## src/rtl/imem_boot_loader_pkg.sv

```systemverilog
// Shared types and constants for the instruction-memory boot loader.
// Holds the FSM state encoding and the default memory geometry.
package imem_boot_loader_pkg;

    localparam int unsigned DEF_MEM_BYTES  = 256;
    localparam int unsigned DEF_WORD_W     = 32;
    localparam int unsigned DEF_CELL_W     = 8;
    localparam int unsigned BYTES_PER_WORD = 4;

    typedef enum logic [2:0] {
        StIdle  = 3'd0,
        StWait  = 3'd1,
        StWrite = 3'd2,
        StRun   = 3'd3,
        StErr   = 3'd4
    } state_e;

endpackage

```

## src/rtl/imem_boot_loader_word_byte_serializer.sv

```systemverilog
// Loads one instruction word and emits its bytes MSB first, one per cycle,
// flagging the final byte with o_last.
module imem_boot_loader_word_byte_serializer
    import imem_boot_loader_pkg::*;
#(
    parameter int unsigned WORD_W = DEF_WORD_W,
    parameter int unsigned CELL_W = DEF_CELL_W
) (
    input  logic              i_clk,
    input  logic              i_rst,
    input  logic              i_load,
    input  logic [WORD_W-1:0] i_word,
    output logic [CELL_W-1:0] o_byte,
    output logic              o_valid,
    output logic              o_last
);

    logic [WORD_W-1:0] r_word;
    logic [1:0]        r_idx;
    logic              r_valid;
    logic              w_last;

    assign w_last  = r_valid && (r_idx == 2'(BYTES_PER_WORD - 1));
    assign o_byte  = r_word[WORD_W-1 -: CELL_W];
    assign o_valid = r_valid;
    assign o_last  = w_last;

    // Shift left so the current byte always sits in the top cell.
    always_ff @(posedge i_clk or posedge i_rst) begin
        if (i_rst) begin
            r_word  <= '0;
            r_idx   <= '0;
            r_valid <= 1'b0;
        end else if (i_load) begin
            r_word  <= i_word;
            r_idx   <= '0;
            r_valid <= 1'b1;
        end else if (r_valid) begin
            r_word <= r_word << CELL_W;
            r_idx  <= r_idx + 2'd1;
            if (w_last) begin
                r_valid <= 1'b0;
            end
        end
    end

endmodule

```

## src/rtl/imem_boot_loader.sv

```systemverilog
// Boot-time imem programming controller: takes 32-bit words from a stream,
// writes them as big-endian bytes and holds the CPU until the image is loaded.
module imem_boot_loader
    import imem_boot_loader_pkg::*;
#(
    parameter int unsigned MEM_BYTES = DEF_MEM_BYTES,
    parameter int unsigned WORD_W    = DEF_WORD_W,
    parameter int unsigned CELL_W    = DEF_CELL_W,
    localparam int unsigned ADDR_W   = $clog2(MEM_BYTES)
) (
    input  logic              i_clk,
    input  logic              i_rst,
    input  logic              i_start,
    input  logic [ADDR_W-2:0] i_load_len,
    input  logic              i_s_valid,
    input  logic [WORD_W-1:0] i_s_data,
    output logic              o_s_ready,
    output logic              o_mem_we,
    output logic [ADDR_W-1:0] o_mem_addr,
    output logic [CELL_W-1:0] o_mem_wdata,
    output logic              o_cpu_hold,
    output logic              o_done,
    output logic              o_err
);

    state_e            r_state, w_state_d;
    logic [ADDR_W-2:0] r_word_cnt, w_word_cnt_d;
    logic [ADDR_W-2:0] r_load_len, w_load_len_d;
    logic [ADDR_W-1:0] r_mem_addr, w_mem_addr_d;
    logic              r_s_ready;
    logic              r_cpu_hold;
    logic              r_done;
    logic              r_err;

    logic              w_handshake;
    logic              w_ser_valid;
    logic              w_ser_last;
    logic [ADDR_W-2:0] w_cnt_inc;
    logic [31:0]       w_len_bytes;
    logic              w_len_over;

    assign w_handshake = r_s_ready && i_s_valid;
    assign w_cnt_inc   = r_word_cnt + 1'b1;
    assign w_len_bytes = 32'(i_load_len) * BYTES_PER_WORD;
    assign w_len_over  = w_len_bytes > MEM_BYTES;

    imem_boot_loader_word_byte_serializer #(
        .WORD_W (WORD_W),
        .CELL_W (CELL_W)
    ) u_serializer (
        .i_clk   (i_clk),
        .i_rst   (i_rst),
        .i_load  (w_handshake),
        .i_word  (i_s_data),
        .o_byte  (o_mem_wdata),
        .o_valid (w_ser_valid),
        .o_last  (w_ser_last)
    );

    always_comb begin
        w_state_d    = r_state;
        w_word_cnt_d = r_word_cnt;
        w_load_len_d = r_load_len;
        w_mem_addr_d = r_mem_addr;
        // Address walks forward one cell per written byte, so word boundaries line up.
        if (w_ser_valid) begin
            w_mem_addr_d = r_mem_addr + ADDR_W'(1);
        end
        case (r_state)
            StIdle, StRun, StErr: begin
                if (i_start) begin
                    if (w_len_over) begin
                        w_state_d = StErr;
                    end else if (i_load_len == '0) begin
                        w_state_d = StRun;
                    end else begin
                        w_state_d    = StWait;
                        w_word_cnt_d = '0;
                        w_load_len_d = i_load_len;
                        w_mem_addr_d = '0;
                    end
                end
            end
            StWait: begin
                if (w_handshake) begin
                    w_state_d = StWrite;
                end
            end
            StWrite: begin
                if (w_ser_last) begin
                    w_word_cnt_d = w_cnt_inc;
                    w_state_d    = (w_cnt_inc == r_load_len) ? StRun : StWait;
                end
            end
            default: w_state_d = StIdle;
        endcase
    end

    // Status outputs are registered from the next state so they track it cycle-exactly.
    always_ff @(posedge i_clk or posedge i_rst) begin
        if (i_rst) begin
            r_state    <= StIdle;
            r_word_cnt <= '0;
            r_load_len <= '0;
            r_mem_addr <= '0;
            r_s_ready  <= 1'b0;
            r_cpu_hold <= 1'b1;
            r_done     <= 1'b0;
            r_err      <= 1'b0;
        end else begin
            r_state    <= w_state_d;
            r_word_cnt <= w_word_cnt_d;
            r_load_len <= w_load_len_d;
            r_mem_addr <= w_mem_addr_d;
            r_s_ready  <= (w_state_d == StWait);
            r_cpu_hold <= (w_state_d != StRun);
            r_done     <= (w_state_d == StRun);
            r_err      <= (w_state_d == StErr);
        end
    end

    assign o_s_ready  = r_s_ready;
    assign o_mem_we   = w_ser_valid;
    assign o_mem_addr = r_mem_addr;
    assign o_cpu_hold = r_cpu_hold;
    assign o_done     = r_done;
    assign o_err      = r_err;

endmodule

```

## config.mk

```make
export PLATFORM = sky130hd
export DESIGN_NAME = imem_boot_loader
export DESIGN_NICKNAME = d
export VERILOG_FILES = /design/src/rtl/imem_boot_loader_pkg.sv /design/src/rtl/imem_boot_loader_word_byte_serializer.sv /design/src/rtl/imem_boot_loader.sv
export SDC_FILE = /design/constraint.sdc
export NUM_CORES = 1
export LEC_CHECK = 0
export CAP_MARGIN = 25
export CORE_MARGIN = 2
export CORE_UTILIZATION = 51
export DETAILED_ROUTE_END_ITERATION = 10
export GPL_TIMING_DRIVEN = 0
export PLACE_DENSITY = 0.8
export SYNTH_ARGS = -nofsm -noshare
export SYNTH_HDL_FRONTEND = slang
export SYNTH_SLANG_ARGS = --single-unit
```

## constraint.sdc

```tcl
create_clock -name i_clk -period 3.06 [get_ports i_clk]
set_clock_uncertainty 0.15 [all_clocks]
set_input_delay 0.765 -clock i_clk [delete_from_list [all_inputs] [get_ports i_clk]]
set_output_delay 0.765 -clock i_clk [all_outputs]
set_load 0.01 [all_outputs]
```

==> results.py, run 1 <==
metrics = {
    "synth": {
        "ys_warn_count": 0,
        "synthTopCellsByArea": "dfrtp_1, mux2i_1, o21ai_0",
        "syn-instance-count": 301,
        "synth_area_leader_cell": "dfrtp_1",
        "synth_top_area_share": 0.5170,
        "syn_area_per_cell_um2": 10.13,
        "syn-num-nets": 347,
        "ys_seq_area_frac": 0.5256,
        "synth_seq_cells": 64,
        "syn-cell-area_um2": 3049,
        "yosysUniqueCellTypes": 39,
    },
    "setup_path": {
        "max_stage_delay_ps": 590,
        "critPathKind": "in2reg",
        "worstPathRequired_ps": 3140,
        "critPathSlowestCell": "or4_4",
        "crit_fanout": 10,
        "end_kind": "register",
        "path_cells": "clkdlybuf4s50_1 -> or4_4 -> or3_1 -> and3_1 -> buf_6 -> buf_8 -> mux2_4",
        "start_kind": "input port",
        "path_buf_inv": 3,
        "critical-path-top-delay-family": "simple AND/OR/NAND/NOR gates",
        "crit_arrival_ps": 2910,
    },
    "sta": {
        "slew_headroom": 0.4284,
        "hold_viol": 0,
        "worst_slack_ps": 227.0,
        "worst_slew_pin_slew_ps": 855.5,
        "grt_setup_unrepaired": "no",
        "setup_violations": 0,
        "final.setup.tns_ps": 0,
        "slew_violations": 0,
        "final.period_utilization": 0.9258,
        "period_minus_slack_ps": 2833,
        "fmax_mhz": 353.0,
    },
    "die": {
        "boundaryPins": 64,
        "die_w_um": 81.32,
        "die-area_um2": 6613,
        "coreArea_um2": 5851,
        "dieHeight_um": 81.32,
        "rows": 28,
        "initial_core_util": 0.5212,
    },
    "detailed_routing": {
        "antenna_left": 0,
        "routed_wl_um": 6714,
        "drc_errors": 0,
        "drt_iter0_drc": 213,
        "first_pass_iters": 4,
        "vias": 2448,
        "viasPerCell": 5.368,
        "wl_per_cell_um": 14.72,
    },
    "power": {
        "ir_drop_mv": 0.3854,
        "power.total_w": 0.003342,
        "p_leak_nw": 1.766,
        "p_per_area_nw_per_um2": 842.8,
    },
    "global_routing": {
        "grt_overflow": 0,
        "grt_antenna_before_repair": 0,
        "grt_usage": 0.2218,
        "grt_max_degree": 34,
        "grt_pass1_wl_um": 11090,
        "grt_pass1_vias": 2323,
    },
    "cells_and_area": {
        "diodes": 0,
        "multi_input_area_um2": 1310,
        "area_delta_synth_final_pct": 30.04,
        "post-route-util": 0.6777,
        "area.sequential_um2": 1603,
        "fin_nets": 422,
        "fill_cells": 469,
        "drive_gt1_frac": 0.09974,
    },
    "status": {
        "outcome": "finished, final reports clean",
    },
    "clock_tree": {
        "path_clk_slew_ps": 70,
        "cts_sinks": 64,
        "cts-root-buf": "clkbuf_8",
        "cts_setup_buffers": 0,
        "tritoncts": "yes",
        "cts_max_level": 3,
        "clk_path_buf_depth": 2,
        "cts_buffers": 9,
        "clk_latency_ps": 340,
    },
    "placed_design": {
        "gp_congestion": 0.8224,
        "place_worst_setup_slack_ps": -163.0,
        "io_buffers": 63,
        "hpwl_um": 4874,
    },
    "job": {
        "maxCapViolations": 0,
    },
    "worst_hold_path": {
        "hold_path_class": "reg2reg",
    },
}
==> cell usage after synthesis (all sizes together) <==
library cell and number:
inv 3, or2 2, nor3b 2, a21oi 5, dfstp 1, o21ai 43, o21a 1, mux2 6
nand3 5, a21o 2, xnor2 11, o22ai 1, o31ai 1, buf 12, o41ai 1, or4 1
or3 1, nand3b 1, a31oi 1, dfrtp 63, a21boi 1, nor2b 2, mux2i 27, clkinv 1
and3b 1, and2 2, nand4 3, a221o 1, and3 5, a222oi 1, clkbuf 9, ha 3
nor2 20, xor2 7, nand2 55
==> cell type report <==
| class | count | share of cell area |
|---|---|---|
| plain buffers | 21 | 0.03219 |
| clock buffers | 12 | 0.03660 |
| clock inverters | 4 | 0.005049 |
| inverters | 4 | 0.003787 |
| multi-input cells | 212 | 0.3304 |
| flip-flops and latches | 64 | 0.4042 |
| well taps | 75 | 0.02367 |
| repair buffers | 64 | 0.1641 |
==> worst paths after layout <==
| kind | start | to | slack [ps] | depth (start not counted) |
|---|---|---|---|---|
| hold / removal | o_s_ready | u_serializer.o_valid | 380 | 2 |
| hold reg to reg | o_s_ready | u_serializer.o_valid | 380 | 2 |
| setup / recovery | i_load_len[1] | r_load_len[1] | 230 | 7 |
| min in group asynchronous | i_rst | r_load_len[0] | 710 | 2 |
| setup reg to reg | r_state[2] | o_done | 470 | 4 |
| max in group asynchronous | i_rst | u_serializer.r_word[22] | 1440 | 3 |
==> sequential cells by signal (all words and copies together) (netlist names) <==
name,flops
r_load_len,7
u_serializer.r_word,32
o_s_ready,1
u_serializer.r_idx,2
o_done,1
o_err,1
r_state,3
u_serializer.o_valid,1
o_mem_addr,8
o_cpu_hold,1
r_word_cnt,7
==> through the flow <==
step | area [µm²] | hold slack [ps] | instances
after floorplan | 3049 | 334.4 | 301
after global placement | 3774 | 359.5 | 439
after detailed placement | 3794 | 371.8 | 440
after CTS | 3959 | 384.9 | 456
after global routing | 3965 | 396.2 | 456
final | 3965 | 377.9 | 456
==> timing repair <==
action / in CTS / in global routing
endpoints found under the setup margin: 0 / 1
hold buffers: 0 / 0
gates resized for setup: 0 / 1
endpoints found under the hold margin: 0 / 0
==> logic make-up (layout without fill, tap and decap cells) <==
group / count (synthesis) / in the layout / synth area share
and+or+nand+nor: 100 / 100 / 0.1457
DFF: 64 / 64 / 0.5256
AOI/OAI and AO/OA: 58 / 58 / 0.1046
muxes: 33 / 33 / 0.1133
buffers and inverters: 25 / 105 / 0.04678
xor gates and xnor gates: 18 / 18 / 0.05170
adders and majority gates: 3 / 3 / 0.01231
==> per-layer routing <==
| metal | vias up | wire length (µm) | GRT usage |
|---|---|---|---|
| met5 | - | 0 | 0 |
| met4 | 0 | 125 | 0.09492 |
| met3 | 13 | 347 | 0.04111 |
| met2 | 75 | 3166 | 0.3393 |
| met1 | 1183 | 3075 | 0.3096 |
| li1 | 1177 | - | - |
==> placed cells by master (no fill, tap or decap), types with 2 or more instances in the layout <==
cell              n
nand3_1           5
nand2_1          55
clkdlybuf4s50_1  63
clkinv_2          4
nor3b_1           2
nor2b_1           2
xnor2_1          11
buf_1             2
inv_1             2
clkbuf_1         11
and3_1            5
mux2_4            2
mux2i_1          27
nand4_1           3
a21oi_1           5
ha_1              3
dfrtp_1          63
or2_2             2
clkbuf_8         10
buf_4             8
a21o_1            2
mux2_2            4
o21ai_0          43
and2_1            2
xor2_1            7
nor2_1           20
==> worst min-delay path, cell delays in order (launching register included) <==
cell and delay, ps:
dfrtp_1 350, nand2_1 80, o21ai_0 70
==> power breakdown <==
group | switching (W) | internal, W | total [W]
registers | 0.000217 | 0.00116 | 0.00138
logic | 0.000636 | 0.000708 | 0.00134
clock network | 0.000307 | 0.000311 | 0.000618
total | 0.00116 | 0.00218 | 0.00334
No activity file was read; power rests on OpenSTA's default activity.
==> run 2: changes to the inputs <==
Settings changed: TNS_END_PERCENT from default to 5.
==> results of run 2 <==
No change in the layout: final DEF, timing and power equal those of run 1.
